<file path="src/rtl/bitmap_enc_pkg.sv">
// Shared types and helpers for the bitmap-to-index stream encoder.
// Scan order is selected by BITMAP_ENC_MSB_FIRST_EN (see prio_index_enc).
package bitmap_enc_pkg;

  typedef enum logic {
    IDLE = 1'b0,
    EMIT = 1'b1
  } state_e;

  localparam state_e RST_STATE = IDLE;

  function automatic int idx_w(input int n);
    return (n <= 2) ? 1 : $clog2(n);
  endfunction

endpackage

</file>
<file path="src/rtl/bitmap_encoder_if.sv">
// Valid/ready bundle: bitmap in, index/last stream out.
// master drives requests and out_ready; slave is the encoder.
interface bitmap_encoder_if
  import bitmap_enc_pkg::*;
#(
  parameter int N = 4
) ();

  localparam int W = idx_w(N);

  logic         in_valid;
  logic         in_ready;
  logic [N-1:0] in_vec;
  logic         out_valid;
  logic         out_ready;
  logic [W-1:0] out_idx;
  logic         out_last;

  modport master (
    output in_valid,
    output in_vec,
    output out_ready,
    input  in_ready,
    input  out_valid,
    input  out_idx,
    input  out_last
  );

  modport slave (
    input  in_valid,
    input  in_vec,
    input  out_ready,
    output in_ready,
    output out_valid,
    output out_idx,
    output out_last
  );

endinterface

</file>
<file path="src/rtl/prio_index_enc.sv">
// Combinational N-to-W priority encoder with single-bit flag.
// BITMAP_ENC_MSB_FIRST_EN picks the highest set bit, else the lowest.
module prio_index_enc #(
  parameter int N = 4,
  parameter int W = 2
) (
  input  logic [N-1:0] vec_i,
  output logic [W-1:0] idx_o,
  output logic         one_hot_o
);

  always_comb begin
    idx_o = '0;
`ifdef BITMAP_ENC_MSB_FIRST_EN
    for (int i = 0; i < N; i++) begin
      if (vec_i[i]) idx_o = W'(i);
    end
`else
    for (int i = N - 1; i >= 0; i--) begin
      if (vec_i[i]) idx_o = W'(i);
    end
`endif
  end

  assign one_hot_o = (vec_i != '0) &&
                     ((vec_i & (vec_i - 1'b1)) == '0);

endmodule

</file>
<file path="src/rtl/bitmap_encoder.sv">
// Bitmap to index stream: one beat per set bit, last marks the final one.
// Scan order: lowest first, or highest first with BITMAP_ENC_MSB_FIRST_EN.
module bitmap_encoder
  import bitmap_enc_pkg::*;
#(
  parameter  int N = 4,
  localparam int W = idx_w(N)
) (
  input  logic             clk,
  input  logic             rst_n,
  bitmap_encoder_if.slave  bus,
  output logic             busy
);

  state_e         state_q, state_d;
  logic [N-1:0]   pending_q, pending_d;
  logic [N-1:0]   clr;
  logic [W-1:0]   idx;
  logic           one_hot;
  logic           beat;
  logic           acc;
  logic           emit;

  prio_index_enc #(
    .N (N),
    .W (W)
  ) u_enc (
    .vec_i     (pending_q),
    .idx_o     (idx),
    .one_hot_o (one_hot)
  );

  assign emit          = (state_q == EMIT);
  assign bus.out_valid = emit;
  assign bus.out_idx   = idx;
  assign bus.out_last  = one_hot;
  assign busy          = emit;

  // Ready on the last beat lets the next vector load with no bubble.
  assign bus.in_ready = !emit ||
                        (bus.out_ready && one_hot);

  assign beat = emit && bus.out_ready;
  assign acc  = bus.in_valid && bus.in_ready;
  assign clr  = {{(N-1){1'b0}}, 1'b1} << idx;

  always_comb begin
    state_d   = state_q;
    pending_d = pending_q;
    if (beat) begin
      pending_d = pending_q & ~clr;
      if (one_hot) state_d = IDLE;
    end
    if (acc) begin
      pending_d = bus.in_vec;
      state_d   = (bus.in_vec != '0) ? EMIT : IDLE;
    end
  end

  always_ff @(posedge clk or negedge rst_n) begin
    if (!rst_n) begin
      state_q   <= RST_STATE;
      pending_q <= '0;
    end else begin
      state_q   <= state_d;
      pending_q <= pending_d;
    end
  end

endmodule
</file>
<file path="src/flat_wrapper.sv">
// flat-port wrapper written by rule: the top's interface ports become plain ports
module bitmap_encoder_flat import bitmap_enc_pkg::*;
#(
  parameter  int N = 4,
  localparam int W = idx_w(N)
)
  (clk, rst_n, busy, bus_in_valid, bus_in_vec, bus_out_ready, bus_in_ready, bus_out_valid, bus_out_idx, bus_out_last);
  bitmap_encoder_if #(.N(N)) bus_i ();
  input  logic clk;
  input  logic rst_n;
  output logic busy;
  input wire logic [$bits(bus_i.in_valid)-1:0] bus_in_valid;
  input wire logic [$bits(bus_i.in_vec)-1:0] bus_in_vec;
  input wire logic [$bits(bus_i.out_ready)-1:0] bus_out_ready;
  output wire logic [$bits(bus_i.in_ready)-1:0] bus_in_ready;
  output wire logic [$bits(bus_i.out_valid)-1:0] bus_out_valid;
  output wire logic [$bits(bus_i.out_idx)-1:0] bus_out_idx;
  output wire logic [$bits(bus_i.out_last)-1:0] bus_out_last;
  assign bus_i.in_valid = bus_in_valid;
  assign bus_i.in_vec = bus_in_vec;
  assign bus_i.out_ready = bus_out_ready;
  assign bus_in_ready = bus_i.in_ready;
  assign bus_out_valid = bus_i.out_valid;
  assign bus_out_idx = bus_i.out_idx;
  assign bus_out_last = bus_i.out_last;
  bitmap_encoder #(.N(N)) u_core (.clk(clk), .rst_n(rst_n), .bus(bus_i), .busy(busy));
endmodule
</file>
<file path="config.mk">
export PLATFORM = sky130hd
export DESIGN_NAME = bitmap_encoder_flat
export DESIGN_NICKNAME = d
export VERILOG_FILES = /design/src/rtl/bitmap_enc_pkg.sv /design/src/rtl/bitmap_encoder_if.sv /design/src/rtl/prio_index_enc.sv /design/src/rtl/bitmap_encoder.sv /design/src/flat_wrapper.sv
export SDC_FILE = /design/constraint.sdc
export NUM_CORES = 1
export LEC_CHECK = 0
export BUFFER_PORTS_ARGS = -buffer_cell sky130_fd_sc_hd__buf_2
export CELL_PAD_IN_SITES_DETAIL_PLACEMENT = 0
export CELL_PAD_IN_SITES_GLOBAL_PLACEMENT = 1
export CORE_AREA = 2 2 39 41
export DETAILED_ROUTE_END_ITERATION = 10
export DIE_AREA = 0 0 41 43
export GPL_TIMING_DRIVEN = 0
export PLACE_DENSITY = 0.72
export SETUP_SLACK_MARGIN = 0.15
export SYNTH_ARGS = -nofsm -noshare
export SYNTH_HDL_FRONTEND = slang
export SYNTH_SLANG_ARGS = --single-unit
</file>
<file path="constraint.sdc">
create_clock -name clk -period 2.18 [get_ports clk]
set_clock_uncertainty 0.15 [all_clocks]
set_input_delay 0.436 -clock clk [delete_from_list [all_inputs] [get_ports clk]]
set_output_delay 0.436 -clock clk [all_outputs]
set_load 0.005 [all_outputs]
</file>
Word level (Yosys, flattened, before mapping). Index checks and enable logic that the tools add are counted.

Flip-flop bits (word level): 5. Bits of input ports: 8. Logic and storage cells: 29.

Add/subtract/negate cells: 1. Shift operators: 1. Muxes and demuxes: 10. Bitwise operators: 3. Reductions and logical operators: 12.

Operators with widths (count): $and 4x4->4 (2); $mux 2 (4); $mux 4 (2); $reduce_bool 4->1 (2); $logic_and 1x1->1 (4); $logic_not 4->1 (1); $mux 1 (4); $not 4->4 (1); $reduce_bool 2->1 (2); $shl 1x2->4 const A (1); $sub 4x1->4 const B (1); $reduce_and 2->1 (1); $logic_not 1->1 (1); $logic_or 1x1->1 (1).

Depth between registers and ports, before layout. Gate-level depths: netlist of the first run.

Depth in word-level cells: 9. Gate-level depth with buffers: 5. Depth with buffers taken out: 4.

By module. Synthesis of the first run repeated with hierarchy kept, for this count alone.

Cells, all modules: 32. Area, all modules: 325.3 um^2.

Modules (own cells, without submodules): bitmap_encoder (times used 1, cells an instance 23, area an instance 264.0 um^2); prio_index_enc (times used 1, cells an instance 9, area an instance 61.3 um^2).

Worst setup path before layout of the first run. Ideal clock, no wire load.

Path type: register to register. From: register u_core.pending_q[0]. To: register u_core.pending_q[3]. Library setup time: 0.125 ns. Data arrival time: 1.409 ns. Path slack: 0.496 ns. Stages on the path, launching flop included: 6. Path buffers: 1. Path through: dfrtp_1 buf_6 nor4b_1 a211oi_2 o21ai_2 mux2_4.

Cells in the longest elaborated chain, start to end: 8. Elaborated cells between the ends (all ways): 15. Those cells by class: add/sub (1); shift (1); mux (3); bitwise (3); reduce/logical (7).

RTL lines: start, declared (RTL line bitmap_encoder.sv:16) `logic [N-1:0] pending_q, pending_d;`; start signal, assigned (RTL line bitmap_encoder.sv:66) `pending_q <= pending_d;`; $sub 4x1->4 (RTL line prio_index_enc.sv:26) `((vec_i & (vec_i - 1'b1)) == '0);`; $and 4x4->4 (RTL line prio_index_enc.sv:26); $logic_not 4->1 (RTL line prio_index_enc.sv:26); $logic_and 1x1->1 (RTL line prio_index_enc.sv:25) `assign one_hot_o = (vec_i != '0) &&`; $logic_and 1x1->1 (RTL line bitmap_encoder.sv:41) `(bus.out_ready && one_hot);`; $logic_or 1x1->1 (RTL line bitmap_encoder.sv:40) `assign bus.in_ready = !emit ||`; $logic_and 1x1->1 (RTL line bitmap_encoder.sv:44) `assign acc = bus.in_valid && bus.in_ready;`; $mux 4 / $reduce_bool 2->1 (equally long branches).

Parallel ways exist; a longest one is shown, timed or not. The select of a mux whose other input is x is not followed. A chain may end at the register's enable or synchronous reset.

Worst setup path after layout of the first run.
From: register u_core.pending_q[0]. To: output bus_in_ready.

Cells in the longest elaborated chain, start to end: 6. Elaborated cells between the ends (all ways): 7. Those cells by class: add/sub (1); bitwise (1); reduce/logical (5).

RTL lines: $sub 4x1->4 (RTL line prio_index_enc.sv:26); $and 4x4->4 (RTL line prio_index_enc.sv:26); $logic_not 4->1 (RTL line prio_index_enc.sv:26); $logic_and 1x1->1 * (RTL line prio_index_enc.sv:25); $logic_and 1x1->1 * (RTL line bitmap_encoder.sv:41); $logic_or 1x1->1 * (RTL line bitmap_encoder.sv:40); end, declared (RTL line flat_wrapper.sv:15) `output wire logic [$bits(bus_i.in_ready)-1:0] bus_in_ready;`.

Mark *: on every way between the ends. The rest lies on a longest branch, timed or not.

==> flow_summary.yaml, run 1 <==
setup_path:
  startpoint: "u_core.pending_q[0]$_DFFE_PN0P_"
  worstRegToRegCells: 5
  timing.rr.start: "u_core.pending_q[1]$_DFFE_PN0P_"
  crit_fanout: 4
  crit_buf_inv: 2
  crit_arrival_ns: 1.39
  cp_top_family: "compound AO/OA/AOI/OAI gates"
  endpoint_kind: "primary output"
  max_stage_delay_ns: 0.36
  path_class: "reg2out"
  start_kind: "register"
  r2r_setup_slack_ns: 0.39
  crit_chain: "buf_6, xor2_1, a211oi_2, o21ai_2, buf_2"
  crit_required_ns: 1.59
  critPathSlowestCell: "dfrtp_1"
  reg2reg_to: "u_core.pending_q[3]$_DFFE_PN0P_"
timing:
  rsz0062_at_grt: "yes"
  setup_viol: 0
  relSlewSlack_pct: 81.5
  worst_slew_pin_slew_ns: 0.277
  hold_viol: 0
  layout_min_cycle_time_ns: 1.97
  setup_tns_ns: 0
  finalWorstSetupSlack_ns: 0.209
  fin_crit_sh_pct: 90.4
  report.final.slew_viol_count: 0
  max_freq_ghz: 0.507
routing:
  drc: 0
  drtAntennaViolNets: 0
  wl_um: 733
  dr.pass1.iters: 2
  vias_per_cell: 4.48
  drt_iter0_drc: 1
  wire_per_inst_um: 10.0
  vias: 327
cells_and_area:
  nets: 66
  syn_to_final_growth_pct: 49.1
  drive_gt1_share_pct: 54.4
  fill_cells: 150
  seqCellArea_um2: 125
  n_antenna_cell: 0
  multiInputGateArea_um2: 191
run:
  drv_cap: 0
floorplanning:
  ios: 14
  initial_core_util_pct: 24.1
  die_area_um2: 1760
  fp.dieH_um: 43
  rows: 14
  die_w_um: 41
  core-area_um2: 1380
grt:
  grt_max_degree: 8
  grt.overflow.total: 0
  first_global_vias: 295
  grt_use_met3_pct: 7.85
  antenna_found_initial: 0
  use_met2_pct: 15.3
  use_met1_pct: 14.8
  grt_busiest_layer: "met2"
  grt_pass1_wl_um: 1290
  track_usage_pct: 11.3
outcome:
  status: "finished, final reports clean"
logic_synthesis:
  netlist_area_um2: 334
  synthMuxAreaShare_pct: 4.49
  syn-num-nets: 43
  synth_compound_area_share_pct: 26.2
  synth_xor_area_share_pct: 2.62
  yosys.area.top_type_share_pct: 37.5
  synth_area_leaders: "dfrtp_1 37%, nor4b_1 5.2%, o21ai_2 5.2%, mux2_4 4.5%, nand2_1 4.5%"
  synth-seq-area-share_pct: 37.5
  yosysWarnings: 0
  avgSynthCellArea_um2: 9.54
  synth_cell_types: 21
  syn_inst: 35
  ys_ff_latch: 5
  synthAdderAreaFrac_pct: 0
  yosys.area.top_type: "dfrtp_1"
  synth_top_family_by_area: "compound AO/OA/AOI/OAI gates"
  synth-simple-area-share_pct: 20.2
cts:
  cts_buffers: 3
  clkTransAtPathRegs_ns: 0.04
  cts.sinks: 5
  insertion_delay_ns: 0.24
  cts_root_buffer: "clkbuf_4"
  clockBufferDepth: 2
  htreeDepth: 1
  cts_tree: "done"
place:
  gp_congestion: 0.669
  hpwl_um: 531
  place_ws_ns: 0.318
  port_buffers: 13
worst_hold_path:
  min_from: "bus_in_vec[1]"
  worstHoldPathType: "in2reg"
  hold_path_end: "u_core.pending_q[1]$_DFFE_PN0P_"
  worstHoldPathCells: 2
power_and_ir_drop:
  p_per_area_nw_per_um2: 1440
  p_leak_nw: 0.261
  peakVddDrop_mv: 0.510
[synthesized netlist by cell type]
master / n
o21ai_2: 2
a21boi_0: 1
nand2_1: 4
buf_6: 1
xor2_1: 1
nor2_1: 3
o41ai_1: 1
o211a_1: 1
and3_2: 1
a31o_2: 1
mux2_4: 1
a21oi_1: 1
buf_4: 1
nand2b_1: 1
inv_1: 3
nor4b_1: 2
o2bb2ai_1: 1
dfrtp_1: 5
a211oi_2: 1
nor3_1: 2
a21o_2: 1
[state kept, by name, summed over array words and instances (netlist names)]
name / count
u_core.bus.out_valid: 1
u_core.pending_q: 4
[what timing repair did]
item | 4_1_cts | 5_1_grt
gates resized for setup | 2 | 0
hold buffers | 1 | 0
cloned | 0 | 0
hold endpoints to repair | 5 | 0
endpoints found under the setup margin | 1 | 2
pin swaps | 2 | 2
setup buffers | 4 | 0
[through the flow]
stage	hold slack (ns)	power (mW)	cell area (um^2)	cells	util, %
6_report	0.283	0.716	498	73	36.0
5_1_grt	0.271	0.789	498	73	36.0
4_1_cts	0.274	0.733	498	73	36.0
3_5_place_dp	0.105	0.529	419	64	30.3
3_3_place_gp	0.103	0.530	419	64	30.3
2_1_floorplan	-0.00959	0.411	334	35	-
[cell usage in the layout (no fill, tap or decap), drive strengths merged]
| cell | instances |
|---|---|
| buf | 19 |
| dfrtp | 5 |
| nand2 | 4 |
| clkbuf | 4 |
| inv | 3 |
| nor2 | 3 |
| nor3 | 2 |
| nor4b | 2 |
| o21ai | 2 |
| a21oi | 1 |
| xor2 | 1 |
| a211oi | 1 |
| nand2b | 1 |
| and3 | 1 |
| a31o | 1 |
| o41ai | 1 |
| a21boi | 1 |
| mux2 | 1 |
| o2bb2ai | 1 |
| o211a | 1 |
| a21o | 1 |
| dlygate4sd3 | 1 |
[power by group]
part           internal (mW)  total, mW  switching (mW)
Clock                 0.0690      0.103          0.0343
Combinational          0.254      0.427           0.173
Sequential             0.130      0.186          0.0554
[cell families (layout without fill, tap and decap cells)]
group / count (synthesis) / after routing
AOI/OAI and AO/OA: 10 / 10
DFF: 5 / 5
xor gates and xnor gates: 1 / 1
buffers and inverters: 5 / 27
muxes: 1 / 1
and+or+nand+nor: 13 / 13
[layout make-up]
cell class                 count  area share [%]
multi-input combinational     25            38.4
inverter                       3            2.26
tap                           16            4.02
timing repair buffer          18            21.1
sequential                     5            25.1
clock buffer                   4            5.28
buffer                         2            3.77
[routing by layer]
| metal | wire length (um) | up-vias |
|---|---|---|
| met2 | 360 | 12 |
| met1 | 322 | 146 |
| li1 | - | 169 |
| met4 | 0 | 0 |
| met3 | 50 | 0 |
| met5 | 0 | - |
[how the worst max path moves through the flow]
| stage | cells after the start | slack (ns) | end |
|---|---|---|---|
| 2_1_floorplan | 5 | 0.50 | u_core.pending_q[3]$_DFFE_PN0P_ |
| 3_3_place_gp | 5 | 0.34 | bus_in_ready |
| 3_5_place_dp | 5 | 0.32 | bus_in_ready |
| 4_1_cts | 5 | 0.11 | bus_in_ready |
| 5_1_grt | 5 | 0.11 | bus_in_ready |
| 6_report | 5 | 0.21 | bus_in_ready |
No activity file was read; power rests on OpenSTA's default activity.
==> inputs of run 2 (changes only) <==
--- a/config.mk
+++ b/config.mk
@@ -12,7 +12,7 @@
 export DETAILED_ROUTE_END_ITERATION = 10
 export DIE_AREA = 0 0 41 43
 export GPL_TIMING_DRIVEN = 0
-export PLACE_DENSITY = 0.72
+export PLACE_DENSITY_LB_ADDON = 0.05
 export SETUP_SLACK_MARGIN = 0.15
 export SYNTH_ARGS = -nofsm -noshare
 export SYNTH_HDL_FRONTEND = slang
==> run 2 against run 1 <==
  * Non-clock buffer count fell by 2
  * Critical path depth stayed put
  * Sequential share of layout area increased by 0.78 points
  * First-iteration DRC count grew 100%
  * Die area is the same
  * Count of clock-buffer cells in the layout stayed put
  * Core utilization fell by 1.1 points
  * Maximum frequency down 4.4%
  * Flip-flop and latch count unchanged
  * Routed wire length grew 8.0%
  * Critical endpoint unchanged
  * Largest power group unchanged
  * Highest routed layer unchanged
==> flow_summary.yaml, run 2 (synthesis gave the netlist of run 1 again) <==
grt:
  grt_pass1_wl_um: 1350
  first_global_vias: 322
  antenna_found_initial: 0
  grt_max_degree: 9
  grt.overflow.total: 0
  track_usage_pct: 11.5
timing:
  hold_viol: 0
  rsz0062_at_grt: "yes"
  relSlewSlack_pct: 80.6
  finalWorstSetupSlack_ns: 0.118
  setup_viol: 0
  layout_min_cycle_time_ns: 2.06
  report.final.slew_viol_count: 0
  fin_crit_sh_pct: 94.6
  max_freq_ghz: 0.485
  worst_slew_pin_slew_ns: 0.291
  setup_tns_ns: 0
outcome:
  status: "finished, final reports clean"
cells_and_area:
  nets: 64
  fill_cells: 166
  largest-register: "u_core.pending_q"
  syn_to_final_growth_pct: 44.6
  final_common_cell: "buf_2"
  n_antenna_cell: 0
  drive_gt1_share_pct: 52.7
  largest_reg_flops: 4
  instances_no_fill: 71
  seqCellArea_um2: 125
  multiInputGateArea_um2: 191
  final_cell_mix: "13 x buf_2, 5 x dfrtp_1, 4 x nand2_1"
  fin_area_um2: 483
floorplanning:
  fp.dieH_um: 43
  rows: 14
  die_area_um2: 1760
  core-area_um2: 1380
  initial_core_util_pct: 24.1
  ios: 14
  die_w_um: 41
setup_path:
  start_kind: "register"
  worstRegToRegCells: 6
  r2r_setup_slack_ns: 0.36
  crit_arrival_ns: 1.48
  startpoint: "u_core.pending_q[0]$_DFFE_PN0P_"
  crit_path_end: "bus_in_ready"
  crit_fanout: 8
  endpoint_kind: "primary output"
  path_class: "reg2out"
  reg2reg_to: "u_core.pending_q[3]$_DFFE_PN0P_"
  timing.rr.start: "u_core.pending_q[0]$_DFFE_PN0P_"
  crit_required_ns: 1.59
routing:
  drtAntennaViolNets: 0
  drt_iter0_drc: 2
  vias: 344
  wire_per_inst_um: 11.2
  dr.pass1.iters: 2
  drc: 0
  vias_per_cell: 4.85
  wl_um: 792
cts:
  clockBufferDepth: 2
  cts_root_buffer: "clkbuf_4"
  clkTransAtPathRegs_ns: 0.04
  cts_tree: "done"
  htreeDepth: 1
  insertion_delay_ns: 0.24
  cts_buffers: 3
  cts.sinks: 5
power_and_ir_drop:
  p_leak_nw: 0.251
  peakVddDrop_mv: 0.482
  p_per_area_nw_per_um2: 1410
place:
  gp_congestion: 0.661
  dp_cells: 64
  hpwl_um: 623
  port_buffers: 13
  place_ws_ns: 0.330
  place_area_um2: 419
worst_hold_path:
  worstHoldPathType: "in2reg"
run:
  drv_cap: 0
==> run 2: changes by cell type in the layout (fill, tap and decap cells not counted) <==
cell / previous run / this run
buf_4: 5 / 3
==> run 2: layer usage <==
| metal | vias to the layer above | share of wire [%] | track usage [%] |
|---|---|---|---|
| met3 | 0 | 7.2 | 6.28 |
| li1 | 164 | - | - |
| met2 | 14 | 51 | 16.3 |
| met1 | 166 | 42 | 15.4 |
| met4 | 0 | 0 | 2.00 |
| met5 | - | 0 | 0 |
==> run 2: how the worst min path moves through the flow <==
stage	from	end	slack [ns]	depth (start not counted)
after detailed placement	rst_n	u_core.pending_q[2]$_DFFE_PN0P_	0.11	1
after global placement	rst_n	u_core.pending_q[3]$_DFFE_PN0P_	0.10	1
final	bus_in_vec[1]	u_core.pending_q[1]$_DFFE_PN0P_	0.27	2
after CTS	bus_in_vec[1]	u_core.pending_q[1]$_DFFE_PN0P_	0.27	2
after global routing	bus_in_vec[1]	u_core.pending_q[1]$_DFFE_PN0P_	0.28	2
after floorplan	rst_n	u_core.bus.out_valid$_DFFE_PN0P_	-0.01	0
==> run 2: per-stage QoR <==
step | total power, mW | hold slack (ns) | util, %
finish | 0.682 | 0.271 | 34.9
global route | 0.750 | 0.279 | 34.9
floorplan | 0.411 | -0.00959 | -
detailed placement | 0.535 | 0.106 | 30.3
CTS | 0.658 | 0.266 | 33.8
global placement | 0.532 | 0.101 | 30.3
==> run 2: area by class of cell <==
type                            instances  area share (%)
Multi-Input combinational cell         25            39.6
Tap cell                               16            4.15
Sequential cell                         5            25.9
Clock buffer                            4            5.44
Buffer                                  2            3.89
Timing Repair Buffer                   16            18.7
Inverter                                3            2.33
==> run 2: what timing repair did <==
| action | CTS | global route |
|---|---|---|
| hold buffers | 1 | 0 |
| endpoints found under the hold margin | 5 | 0 |
| pin swaps | 0 | 1 |
| setup buffers | 0 | 2 |
| gates resized for setup | 2 | 0 |
| endpoints found under the setup margin | 1 | 2 |
==> run 2: where the power goes <==
group	internal [mW]	switching, mW
combinational	0.219	0.169
clock	0.0691	0.0365
sequential	0.130	0.0576
==> run 2: worst max-delay path: stages, from the launching register on <==
cell and delay (ns):
dfrtp_1 0.36, buf_6 0.13, xor2_1 0.16, a211oi_2 0.33, o21ai_2 0.11, buf_2 0.13
==> inputs of run 3 (changes only) <==
--- a/config.mk
+++ b/config.mk
@@ -5,6 +5,7 @@
 export SDC_FILE = /design/constraint.sdc
 export NUM_CORES = 1
 export LEC_CHECK = 0
+export ABC_AREA = 1
 export BUFFER_PORTS_ARGS = -buffer_cell sky130_fd_sc_hd__buf_2
 export CELL_PAD_IN_SITES_DETAIL_PLACEMENT = 0
 export CELL_PAD_IN_SITES_GLOBAL_PLACEMENT = 1
==> run 3 against run 2 <==
  * Area after synthesis increased by 12%
  * Largest power group unchanged
  * Critical path depth is 1 higher
  * Power is 9.6% higher
  * Count of clock-buffer cells in the layout is the same
  * Critical endpoint unchanged
  * Worst setup slack gained 0.26 ns
  * Sequential power is essentially flat
==> flow_summary.yaml, run 3 <==
outcome:
  status: "finished, final reports clean"
floorplanning:
  core-area_um2: 1380
  rows: 14
  ios: 14
  initial_core_util_pct: 27.0
  fp.dieH_um: 43
  die_w_um: 41
  die_area_um2: 1760
timing:
  report.final.slew_viol_count: 0
  fin_crit_sh_pct: 82.9
  whs_ns: 0.277
  setup_viol: 0
  max_freq_ghz: 0.554
  finalWorstSetupSlack_ns: 0.373
  worst_slew_pin_slew_ns: 0.232
  layout_min_cycle_time_ns: 1.81
  hold_viol: 0
  setup_tns_ns: 0
  relSlewSlack_pct: 84.6
  rsz0062_at_grt: "no"
logic_synthesis:
  yosys.area.top_type: "dfrtp_1"
  synth_cell_types: 16
  netlist_area_um2: 374
  synth-seq-area-share_pct: 33.4
  synth.most_common_cell: "nand2_1"
  synth_ff_type: "dfrtp_1"
  syn-num-nets: 62
  synth_common_cells: "17 x nand2_1, 7 x inv_1, 7 x nand2_2, 5 x dfrtp_1"
  synth_edf_count: 0
  async_flop_share_pct: 100
  syn_inst: 54
  yosysWarnings: 0
  ys_ff_latch: 5
  yosys.area.top_type_share_pct: 33.4
  synth_area_leaders: "dfrtp_1 33%, nand2_1 17%, nand2_2 12%, inv_1 7.0%, nand2_4 6.0%"
  avgSynthCellArea_um2: 6.93
cts:
  clkTransAtPathRegs_ns: 0.04
  cts_tree: "done"
  ctsResizeCount: 0
  cts_buffers: 3
  insertion_delay_ns: 0.24
  htreeDepth: 1
  cts_root_buffer: "clkbuf_4"
  cts.sinks: 5
  postCtsHoldBufs: 1
  clockBufferDepth: 2
  postCtsSetupRepairBufs: 0
setup_path:
  crit_chain: "nor2_1, nand2_2, nand2_2, nand3_2, nand2_4, buf_2"
  crit_fanout: 5
  crit_required_ns: 1.59
  critPathSlowestCell: "dfrtp_1"
  timing.rr.start: "u_core.pending_q[2]$_DFFE_PN0P_"
  max_stage_delay_ns: 0.42
  crit_arrival_ns: 1.22
  cpMostUsedCell: "nand2_2"
  endpoint_kind: "primary output"
  path_class: "reg2out"
  startpoint: "u_core.pending_q[2]$_DFFE_PN0P_"
  start_kind: "register"
routing:
  drt_iter0_drc: 2
  wl_um: 775
  drc: 0
  vias_per_cell: 3.97
  wire_per_inst_um: 8.81
  drtAntennaViolNets: 0
  vias: 349
  dr.pass1.iters: 3
grt:
  track_usage_pct: 11.3
  first_global_vias: 328
  antenna_found_initial: 0
  grt_max_degree: 6
  grt_pass1_wl_um: 1260
  grt.overflow.total: 0
power_and_ir_drop:
  power_uw: 747
  peakVddDrop_mv: 0.541
  p_per_area_nw_per_um2: 1510
  p_leak_nw: 0.284
place:
  hpwl_um: 671
  place_ws_ns: 0.615
  gp_congestion: 0.666
  port_buffers: 13
cells_and_area:
  nets: 81
  final_cell_mix: "17 x nand2_1, 13 x buf_2, 7 x inv_1, 7 x nand2_2, 5 x dfrtp_1"
  largest-register: "u_core.pending_q"
  multiInputGateArea_um2: 208
  seqCellArea_um2: 125
  n_antenna_cell: 0
  final_common_cell: "nand2_1"
  fill_cells: 163
  drive_gt1_share_pct: 41.7
  syn_to_final_growth_pct: 32.4
  largest_reg_flops: 4
  fin_util_pct: 35.8
worst_hold_path:
  min_from: "bus_in_vec[3]"
  worstHoldPathType: "in2reg"
run:
  drv_cap: 0
[run 3: metal layers]
layer	wire length, um	track usage [%]	up-vias
met5	0	0	-
met3	25	3.14	0
met2	395	15.0	5
met4	0	10.0	0
li1	-	-	202
met1	354	14.1	142
[run 3: worst max-delay path, delay by kind of cell, from the launching register on]
family                 cells  cell delay, ns
and+or+nand+nor            5            0.44
DFF                        1            0.42
buffers and inverters      1            0.12
[run 3: kinds of logic (layout without fill, tap and decap cells)]
family,count (synthesis),count (layout),share of synthesized area [%]
DFF,5,5,33.4
AOI/OAI and AO/OA,5,5,7.69
buffers and inverters,10,28,11.0
and+or+nand+nor,34,34,47.8
[run 3: area by class of cell]
type | count | area share, %
timing repair buffer | 14 | 15.2
buffer | 1 | 1.52
clock buffer | 4 | 5.30
sequential | 5 | 25.3
tap | 16 | 4.04
multi-input combinational | 39 | 41.9
inverter | 9 | 6.82
[run 3: through the flow]
stage	std cells	area, um^2
3_5_place_dp	83	459
5_1_grt	88	495
6_report	88	495
3_3_place_gp	83	459
2_1_floorplan	54	374
4_1_cts	88	495
[run 3: report_power, final]
group / switching, mW / internal (mW) / total [mW]
Sequential: 0.0556 / 0.136 / 0.191
Clock: 0.0352 / 0.0690 / 0.104
Combinational: 0.258 / 0.193 / 0.452
[run 3: path summary, 6_finish.rpt]
path | end | slack (ns) | cells past startpoint
setup / recovery | bus_in_ready | 0.37 | 6
hold / removal | u_core.pending_q[3]$_DFFE_PN0P_ | 0.28 | 3
setup reg to reg | u_core.pending_q[3]$_DFFE_PN0P_ | 0.78 | 10
hold reg to reg | u_core.pending_q[1]$_DFFE_PN0P_ | 0.39 | 2
max in group asynchronous | u_core.pending_q[0]$_DFFE_PN0P_ | 1.37 | 2
min in group asynchronous | u_core.bus.out_valid$_DFFE_PN0P_ | 0.38 | 2
